<file path="src/rtl/exec_ctrl_pkg.sv">
// Shared types and constants for the processor execution controller.
package exec_ctrl_pkg;

    typedef enum logic [1:0] {
        IDLE,
        RUN,
        STEP,
        HALTED
    } exec_state_t;

    localparam logic MODE_RUN  = 1'b0;
    localparam logic MODE_STEP = 1'b1;

endpackage

</file>
<file path="src/rtl/step_debounce.sv">
// Step push-button conditioning: 2-flop synchronizer, run-length debounce
// and rising-edge detector producing a one-cycle event.
module step_debounce #(
    parameter int unsigned DEBOUNCE_CYCLES = 4
) (
    input  logic clk,
    input  logic rst,
    input  logic raw,
    output logic evt
);

    localparam int unsigned RUN_W = (DEBOUNCE_CYCLES > 1) ? $clog2(DEBOUNCE_CYCLES) : 1;

    logic             sync1_q;
    logic             sync2_q;
    logic             filt_q;
    logic             filt_d;
    logic             filt_prev_q;
    logic [RUN_W-1:0] run_q;
    logic [RUN_W-1:0] run_d;

    // Filtered level flips only after DEBOUNCE_CYCLES consecutive mismatching samples.
    always_comb begin
        run_d  = '0;
        filt_d = filt_q;
        if (sync2_q != filt_q) begin
            if (run_q == RUN_W'(DEBOUNCE_CYCLES - 1)) begin
                filt_d = sync2_q;
            end else begin
                run_d = run_q + RUN_W'(1);
            end
        end
    end

    always_ff @(posedge clk or negedge rst) begin
        if (!rst) begin
            sync1_q     <= 1'b0;
            sync2_q     <= 1'b0;
            filt_q      <= 1'b0;
            filt_prev_q <= 1'b0;
            run_q       <= '0;
        end else begin
            sync1_q     <= raw;
            sync2_q     <= sync1_q;
            filt_q      <= filt_d;
            filt_prev_q <= filt_q;
            run_q       <= run_d;
        end
    end

    assign evt = filt_q & ~filt_prev_q;

endmodule

</file>
<file path="src/rtl/exec_ctrl.sv">
// Execution controller: free-run / single-step clock enable for the core,
// with halt request, programmable cycle budget and executed-cycle counter.
module exec_ctrl
    import exec_ctrl_pkg::*;
#(
    parameter int unsigned DEBOUNCE_CYCLES = 4,
    parameter int unsigned CNT_W           = 32
) (
    input  logic             clk,
    input  logic             rst,
    input  logic             clk_select,
    input  logic             clk_step,
    input  logic             start,
    input  logic             halt_req,
    input  logic [CNT_W-1:0] cycle_limit,
    output logic             cpu_en,
    output logic [CNT_W-1:0] cycle_count,
    output logic             running,
    output logic             halted,
    output logic             step_ack
);

    exec_state_t      state_q;
    exec_state_t      state_d;
    logic             sel_s1_q;
    logic             sel_s2_q;
    logic             step_evt;
    logic             budget_hit;
    logic [CNT_W-1:0] count_q;
    logic [CNT_W-1:0] count_d;
    logic [CNT_W-1:0] limit_q;
    logic [CNT_W-1:0] limit_d;
    logic             cpu_en_q;
    logic             cpu_en_d;
    logic             ack_q;
    logic             ack_d;
    logic             running_q;
    logic             halted_q;

    step_debounce #(
        .DEBOUNCE_CYCLES(DEBOUNCE_CYCLES)
    ) u_step_debounce (
        .clk(clk),
        .rst(rst),
        .raw(clk_step),
        .evt(step_evt)
    );

    // The enabled cycle in progress is the last one allowed by the budget.
    assign budget_hit = cpu_en_q && (limit_q != '0) && (count_q == limit_q - CNT_W'(1));

    always_comb begin
        state_d  = state_q;
        count_d  = count_q;
        limit_d  = limit_q;
        cpu_en_d = 1'b0;
        ack_d    = 1'b0;

        if (cpu_en_q && (count_q != '1)) begin
            count_d = count_q + CNT_W'(1);
        end

        case (state_q)
            IDLE, HALTED: begin
                if (start && !((state_q == HALTED) && halt_req)) begin
                    count_d = '0;
                    limit_d = cycle_limit;
                    if (sel_s2_q == MODE_STEP) begin
                        state_d = STEP;
                    end else begin
                        state_d  = RUN;
                        cpu_en_d = 1'b1;
                    end
                end
            end
            RUN, STEP: begin
                if (halt_req || budget_hit) begin
                    state_d = HALTED;
                end else if (sel_s2_q == MODE_RUN) begin
                    state_d  = RUN;
                    cpu_en_d = 1'b1;
                end else begin
                    // Step events seen while still in RUN are dropped.
                    state_d  = STEP;
                    cpu_en_d = (state_q == STEP) && step_evt;
                    ack_d    = (state_q == STEP) && step_evt;
                end
            end
            default: state_d = IDLE;
        endcase
    end

    always_ff @(posedge clk or negedge rst) begin
        if (!rst) begin
            state_q   <= IDLE;
            sel_s1_q  <= 1'b0;
            sel_s2_q  <= 1'b0;
            count_q   <= '0;
            limit_q   <= '0;
            cpu_en_q  <= 1'b0;
            ack_q     <= 1'b0;
            running_q <= 1'b0;
            halted_q  <= 1'b0;
        end else begin
            state_q   <= state_d;
            sel_s1_q  <= clk_select;
            sel_s2_q  <= sel_s1_q;
            count_q   <= count_d;
            limit_q   <= limit_d;
            cpu_en_q  <= cpu_en_d;
            ack_q     <= ack_d;
            running_q <= (state_d == RUN) || (state_d == STEP);
            halted_q  <= (state_d == HALTED);
        end
    end

    assign cpu_en      = cpu_en_q;
    assign step_ack    = ack_q;
    assign running     = running_q;
    assign halted      = halted_q;
    assign cycle_count = count_q;

endmodule

</file>
<file path="config.mk">
export PLATFORM = sky130hd
export DESIGN_NAME = exec_ctrl
export DESIGN_NICKNAME = d
export VERILOG_FILES = /design/src/rtl/exec_ctrl_pkg.sv /design/src/rtl/step_debounce.sv /design/src/rtl/exec_ctrl.sv
export SDC_FILE = /design/constraint.sdc
export NUM_CORES = 1
export LEC_CHECK = 0
export CAP_MARGIN = 10
export CORE_MARGIN = 1
export CORE_UTILIZATION = 45
export CTS_BUF_LIST = sky130_fd_sc_hd__clkbuf_2 sky130_fd_sc_hd__clkbuf_4 sky130_fd_sc_hd__clkbuf_8
export CTS_CLUSTER_SIZE = 16
export DETAILED_ROUTE_END_ITERATION = 8
export GPL_TIMING_DRIVEN = 0
export HOLD_SLACK_MARGIN = 0.08
export PLACE_DENSITY = 0.77
export SYNTH_ARGS = -nofsm -noshare
export SYNTH_HDL_FRONTEND = slang
export SYNTH_SLANG_ARGS = --single-unit
</file>
<file path="constraint.sdc">
create_clock -name clk -period 3.4 [get_ports clk]
set_input_delay 0.34 -clock clk [delete_from_list [all_inputs] [get_ports clk]]
set_output_delay 0.34 -clock clk [all_outputs]
set_load 0.02 [all_outputs]
</file>
==> results of run 1 <==
==> how the worst min path moves through the flow <==
stage | slack (ns) | to | from
global placement | 0.33 | sel_s2_q | sel_s1_q
detailed placement | 0.34 | limit_q[15] | rst
floorplan | 0.04 | cpu_en | rst
CTS | 0.36 | sel_s2_q | sel_s1_q
finish | 0.35 | u_step_debounce.sync2_q | u_step_debounce.sync1_q
global route | 0.37 | sel_s2_q | sel_s1_q
==> cells in the mapped netlist (3+ instances only) <==
cell type / count / area, µm²
xnor2_1: 30 / 263
or3_1: 5 / 31.3
or2_2: 3 / 18.8
nor4_4: 4 / 85.1
and3_1: 5 / 31.3
dfrtp_1: 78 / 1950
nor4_1: 8 / 50.1
o211a_1: 4 / 40.0
nor2b_1: 5 / 31.3
clkbuf_1: 11 / 41.3
nand4b_1: 3 / 26.3
nand4_1: 13 / 81.3
inv_1: 9 / 33.8
mux2_2: 30 / 338
o211ai_1: 4 / 30.0
or4_1: 6 / 45.0
nor3b_1: 3 / 22.5
a41oi_1: 3 / 26.3
a22oi_1: 3 / 22.5
and4_1: 6 / 52.6
a21oi_1: 6 / 30.0
nor3_1: 20 / 100
a211oi_1: 3 / 22.5
nand2_1: 21 / 78.8
buf_4: 3 / 22.5
ha_1: 7 / 87.6
nor2_1: 50 / 188
buf_1: 3 / 11.3
xor2_1: 39 / 342
o21ai_0: 14 / 70.1
nand3_1: 18 / 90.1
==> per-layer routing <==
| layer | vias up | GRT usage (%) | part of all wire [%] |
|---|---|---|---|
| li1 | 1869 | - | - |
| met1 | 1946 | 32.1 | 44 |
| met2 | 155 | 39.4 | 48 |
| met3 | 30 | 4.23 | 5.6 |
| met4 | 0 | 8.99 | 2.3 |
| met5 | - | 0 | 0 |
==> cell families (layout without fill, tap and decap cells) <==
| kind of cell | count (synthesis) | in the layout | synth area share [%] |
|---|---|---|---|
| and+or+nand+nor | 185 | 185 | 23.3 |
| DFF | 78 | 78 | 42.4 |
| xor gates and xnor gates | 69 | 69 | 13.1 |
| AOI/OAI and AO/OA | 56 | 56 | 8.77 |
| muxes | 32 | 32 | 7.77 |
| buffers and inverters | 29 | 142 | 2.82 |
| adders and majority gates | 7 | 7 | 1.90 |
==> state kept, by name, summed over array words and instances, names as in the netlist <==
name                         cells
cycle_count                     32
sel_s1_q                         1
cpu_en                           1
halted                           1
u_step_debounce.filt_prev_q      1
u_step_debounce.sync2_q          1
step_ack                         1
u_step_debounce.sync1_q          1
u_step_debounce.filt_q           1
limit_q                         32
sel_s2_q                         1
state_q                          2
u_step_debounce.run_q            2
running                          1
==> layout make-up <==
cell class | count | area, µm² | share of cell area [%]
Sequential cell | 78 | 1960 | 32.6
Clock buffer | 11 | 145 | 2.42
Multi-Input combinational cell | 349 | 2600 | 43.3
Tap cell | 133 | 166 | 2.77
Timing Repair Buffer | 100 | 948 | 15.8
Buffer | 17 | 95.1 | 1.58
Inverter | 9 | 33.8 | 0.563
Clock inverter | 5 | 58.8 | 0.980
==> worst reg2reg max path, stage by stage (launching register included) <==
cell and delay (ns):
dfrtp_1 0.38, buf_6 0.13, nor4_4 0.36, buf_4 0.18, nand4_1 0.19, nor4b_2 0.27, a21oi_1 0.12, or4_1 0.52
or4_4 0.55, o211ai_4 0.20, o211a_1 0.18, ha_1 0.22
==> stage by stage <==
step	utilization (%)	power, W
after CTS	60.0	0.00410
final	60.8	0.00420
after detailed placement	56.0	0.00320
after global placement	55.8	0.00313
after global routing	60.8	0.00444
after floorplan	-	0.00271
==> what timing repair did <==
| action | in CTS | in global routing |
|---|---|---|
| hold buffers | 1 | 0 |
| setup endpoints to repair | 6 | 2 |
| resized for setup | 19 | 4 |
| pin swaps | 13 | 6 |
| setup buffers | 16 | 8 |
| hold endpoints to repair | 37 | 0 |
==> where the power goes <==
group | switching [W] | internal (W) | total [W]
combinational | 0.000997 | 0.000951 | 0.00195
sequential | 0.000339 | 0.00120 | 0.00153
clock | 0.000350 | 0.000367 | 0.000718
==> flow_metrics.env, run 1 <==
export IMPL_violations="negative setup slack"
export IMPL_first_iter_violations=181
export IMPL_power_density_nw_per_um2=700
export IMPL_worstSkewPairLatency_ns=0.35
export IMPL_endpoint="running"
export IMPL_antenna_cells=0
export IMPL_layout_drive_gt1_share_pct=18.8
export IMPL_dieWidth_um=103
export IMPL_area_growth_pct=30.2
export IMPL_drt_vias_per_instance=5.70
export IMPL_placed_area_um2=5520
export IMPL_root_buffer="clkbuf_8"
export IMPL_grt_util_all_layers_pct=24.1
export IMPL_final_cell_area_um2=6000
export IMPL_synth_edf_count=0
export IMPL_grt_pass1_wl_um=19300
export IMPL_die_area_um2=10600
export IMPL_skew_ns=0.0103
export IMPL_fill_cells=833
export IMPL_reg2reg_to="running"
export IMPL_grt_max_degree=42
export IMPL_io_pin_count=74
export IMPL_dp_cells=663
export IMPL_max_vdd_ir_drop_mv=0.420
export IMPL_numPortBuffers=73
export IMPL_hold_viol=0
export IMPL_rsz0062_at_grt="yes"
export IMPL_slowest_delay_ns=0.55
export IMPL_r2r_start="limit_q[4]"
export IMPL_min_period_ns=3.41
export IMPL_fin_tns_setup_ns=-0.0106
export IMPL_path_delay_family="simple AND/OR/NAND/NOR gates"
export IMPL_arrival_ns=3.65
export IMPL_coreArea_um2=9860
export IMPL_overflow=0
export IMPL_crit_start="limit_q[4]"
export IMPL_grt_pass1_vias=3922
export IMPL_rrSetupSlack_ns=-0.01
export IMPL_path_buf_inv=2
export IMPL_async_reset_ff_share_pct=100
export IMPL_postSynthAreaPerCell_um2=10.1
export IMPL_synth_yosys_seq_area_share_pct=42.4
export IMPL_fin_cells=702
export IMPL_hold_class="reg2reg"
export IMPL_max_cap_violations=0
export IMPL_yosysWarnings=0
export IMPL_ys_flop_type="dfrtp_1"
export IMPL_ys_seq_elements=78
export IMPL_clkSlewWorstSetupHoldPaths_ns=0.08
export IMPL_ant_nets=0
export IMPL_dpl_worst_slack_ns=-0.452
export IMPL_gp_congestion=0.936
export IMPL_fin_ws_ns=-0.0106
export IMPL_ff2ff_path_depth=11
export IMPL_clockBufferDepth=2
export IMPL_layout_nets=609
export IMPL_dp_hpwl_um=8470
export IMPL_final_common_cell="dfrtp_1"
export IMPL_slew_limit_headroom_pct=40.8
export IMPL_worst_slew_pin_slew_ns=0.880
export IMPL_routed_wl_um=11900
export IMPL_die_h_um=103
export IMPL_clkSinkCount=78
export IMPL_critPathKind="reg2reg"
export IMPL_ys_types=60
export IMPL_start_util_pct=46.7
export IMPL_hold_depth=0
export IMPL_cp_num_cells=11
export IMPL_cp_start_kind="flop"
export IMPL_cp_max_fo=6
export IMPL_slowest_stage="or4_4"
export IMPL_drcViolationCount=0
export IMPL_end_kind="flop"
export IMPL_maxSlewViolCount=0
export IMPL_syn_cell_area_um2=4610
export IMPL_wl_per_cell_um=17.0
export IMPL_vias=4000
export IMPL_period_share_pct=100
export IMPL_setup_viol=1
export IMPL_antenna_found_initial=0
export IMPL_fmax_mhz=293
export IMPL_fp_row_count=36
export IMPL_layout_common_cells="dfrtp_1, clkdlybuf4s50_1, nor2_1, xor2_1"
export IMPL_p_leak_nw=2.39
export IMPL_worstPathCellList="buf_6 > nor4_4 > buf_4 > nand4_1 > nor4b_2 > a21oi_1 > or4_1 > or4_4 > o211ai_4 > o211a_1 > ha_1"
export IMPL_whs_ns=0.353
export IMPL_syn_nets=501
export IMPL_drt_pre_antenna_iters=5
export IMPL_status="finished, violations left"
export IMPL_cts_htree_levels=3
export IMPL_crit_required_ns=3.64
export IMPL_netlist_instances=456
export IMPL_cts_buffers=9
export IMPL_cts_tree="done"
(Power assumes the default switching activity.)
==> run 2: changes to the inputs <==
--- a/config.mk
+++ b/config.mk
@@ -6,14 +6,18 @@
 export NUM_CORES = 1
 export LEC_CHECK = 0
 export CAP_MARGIN = 10
+export CELL_PAD_IN_SITES_DETAIL_PLACEMENT = 0
+export CELL_PAD_IN_SITES_GLOBAL_PLACEMENT = 1
 export CORE_MARGIN = 1
-export CORE_UTILIZATION = 45
+export CORE_UTILIZATION = 39
 export CTS_BUF_LIST = sky130_fd_sc_hd__clkbuf_2 sky130_fd_sc_hd__clkbuf_4 sky130_fd_sc_hd__clkbuf_8
 export CTS_CLUSTER_SIZE = 16
 export DETAILED_ROUTE_END_ITERATION = 8
 export GPL_TIMING_DRIVEN = 0
 export HOLD_SLACK_MARGIN = 0.08
-export PLACE_DENSITY = 0.77
+export MAX_ROUTING_LAYER = met4
+export PLACE_DENSITY = 0.84
+export SKIP_LAST_GASP = 1
 export SYNTH_ARGS = -nofsm -noshare
 export SYNTH_HDL_FRONTEND = slang
 export SYNTH_SLANG_ARGS = --single-unit
==> run 2 against run 1 <==
Fmax decreased by 1.1%. Register-to-register slack got worse by 0.04 ns. Via count fell by 2.3%. Clock power down 10%. Worst hold slack improved by 0.00077 ns. Highest routed layer unchanged. Routed wire length down 0.49%. The flow still finishes with violations (negative setup slack). Global-route usage decreased by 3.4 points. Clock skew down 0.0030 ns. Power down 3.7%. Non-clock buffer count fell by 4. Count of clock-buffer cells in the layout is 2 higher.
==> flow_metrics.env, run 2 (synthesis gave the netlist of run 1 again) <==
export IMPL_antenna_cells=0
export IMPL_hold_depth=0
export IMPL_rsz0062_at_grt="yes"
export IMPL_fin_total_pwr_w=0.00405
export IMPL_first_iter_violations=259
export IMPL_fill_cells=1041
export IMPL_crit_required_ns=3.64
export IMPL_p_leak_nw=2.36
export IMPL_final_common_cell="dfrtp_1"
export IMPL_ff2ff_path_depth=9
export IMPL_coreArea_um2=11500
export IMPL_numPortBuffers=73
export IMPL_fp_row_count=39
export IMPL_setup_viol=1
export IMPL_max_vdd_ir_drop_mv=0.402
export IMPL_grt_max_degree=45
export IMPL_cp_max_fo=6
export IMPL_skew_ns=0.00730
export IMPL_layout_nets=605
export IMPL_clkSlewWorstSetupHoldPaths_ns=0.07
export IMPL_area_growth_pct=29.4
export IMPL_hold_class="reg2reg"
export IMPL_slowest_stage="or4_4"
export IMPL_min_delay_start="u_step_debounce.sync1_q"
export IMPL_r2r_start="limit_q[25]"
export IMPL_grt_pass1_vias=3880
export IMPL_dieWidth_um=111
export IMPL_min_period_ns=3.45
export IMPL_period_share_pct=101
export IMPL_crit_start="limit_q[25]"
export IMPL_overflow=0
export IMPL_worst_slew_pin_slew_ns=0.954
export IMPL_end_kind="flop"
export IMPL_maxSlewViolCount=0
export IMPL_io_pin_count=74
export IMPL_arrival_ns=3.68
export IMPL_cts_tree="done"
export IMPL_grt_util_all_layers_pct=20.7
export IMPL_layout_common_cells="dfrtp_1, clkdlybuf4s50_1, nor2_1, xor2_1"
export IMPL_gp_congestion=0.888
export IMPL_wl_met1_um=5580
export IMPL_power_frac_seq_pct=38.2
export IMPL_drt_pre_antenna_iters=5
export IMPL_die_area_um2=12300
export IMPL_placed_area_um2=5540
export IMPL_start_util_pct=40.2
export IMPL_critPathKind="reg2reg"
export IMPL_cts_htree_levels=3
export IMPL_max_cap_violations=0
export IMPL_slowest_delay_ns=0.61
export IMPL_fmax_mhz=290
export IMPL_drt_vias_per_instance=5.54
export IMPL_cpMostUsedCell="or4_4"
export IMPL_final_util_pct=52.0
export IMPL_layout_drive_gt1_share_pct=18.1
export IMPL_clockPowerShare_pct=15.9
export IMPL_met2_length_um=5560
export IMPL_violations="negative setup slack"
export IMPL_die_h_um=111
export IMPL_vias=3909
export IMPL_dp_hpwl_um=8770
export IMPL_dpl_worst_slack_ns=-0.450
export IMPL_power_density_nw_per_um2=678
export IMPL_clkSinkCount=78
export IMPL_final_cell_area_um2=5960
export IMPL_power_switching_w=0.00161
export IMPL_grt_pass1_wl_um=19400
export IMPL_fin_ws_ns=-0.0487
export IMPL_hold_viol=0
export IMPL_ant_nets=0
export IMPL_worstPathCellList="or4_4 > or3_1 > a2111o_1 > a211oi_2 > nand4_1 > or4_4 > o211ai_4 > o211a_1 > ha_1"
export IMPL_p_sw_share_pct=39.9
export IMPL_cp_start_kind="flop"
export IMPL_routed_wl_um=11900
export IMPL_wl_per_cell_um=16.8
export IMPL_p_int_w=0.00243
export IMPL_top_layer="met4"
export IMPL_clockBufferDepth=2
export IMPL_antenna_found_initial=0
export IMPL_drcViolationCount=0
export IMPL_worstSkewPairLatency_ns=0.35
export IMPL_slew_limit_headroom_pct=35.8
export IMPL_status="finished, violations left"
export IMPL_cts_buffers=9
export IMPL_root_buffer="clkbuf_8"
export IMPL_wl_met3_um=529
export IMPL_p_comb_share_pct=45.9
run 2: cell count changes in the layout (fill, tap and decap cells not counted), moves of 2 or more:
cell        previous run  this run
dfrtp_2                5         3
clkbuf_8              10        12
buf_4                 26        22
clkinvlp_4             2         0
dfrtp_1               73        75
run 2: area by class of cell:
class	count	area [µm²]	area share (%)
multi-input cells	349	2610	43.7
flip-flops and latches	78	1960	32.8
repair buffers	96	921	15.4
well taps	143	179	3.00
clock buffers	13	173	2.89
plain buffers	17	92.6	1.55
inverters	9	33.8	0.566
clock inverters	1	5.00	0.0839
run 2: final timing paths:
path	endpoint	slack (ns)
max in group asynchronous	limit_q[7]	2.35
worst max register to register	running	-0.05
min in group asynchronous	u_step_debounce.sync1_q	0.48
worst min-delay path	u_step_debounce.sync2_q	0.35
worst min register to register	u_step_debounce.sync2_q	0.35
worst max-delay path	running	-0.05
run 2: through the flow:
step | cells | setup TNS [ns] | hold slack, ns
5_1_grt | 706 | -0.196 | 0.370
3_5_place_dp | 673 | -1.31 | 0.329
2_1_floorplan | 456 | 0 | 0.0444
4_1_cts | 698 | 0 | 0.356
6_report | 706 | -0.0487 | 0.354
3_3_place_gp | 672 | -58.53 | 0.333
run 2: power groups by stage:
stage               logic [W]  clock network, W  registers (W)
floorplan             0.00123                 0        0.00148
global placement      0.00163                 0        0.00153
detailed placement    0.00167                 0        0.00154
CTS                   0.00178          0.000663        0.00154
global route          0.00203          0.000712        0.00159
finish                0.00186          0.000643        0.00155
run 2: repair_timing:
item                       in CTS  in global routing
setup buffers                  13                  7
pin swaps                       7                  9
hold endpoints to repair       34                  0
setup endpoints to repair       6                  6
gates resized for setup        15                  6
hold buffers                    1                  0
run 2: metal layers:
layer | track usage, % | vias to the layer above
li1 | - | 1856
met1 | 27.5 | 1919
met2 | 31.3 | 114
met3 | 3.66 | 20
met4 | 8.62 | 0
met5 | - | -
run 2: critical path: cells and delay by family, from the launching register on:
kind,cells,cell delay (ns)
AOI/OAI and AO/OA,4,1.09
adders and majority gates,1,0.22
and+or+nand+nor,4,1.66
DFF,1,0.38
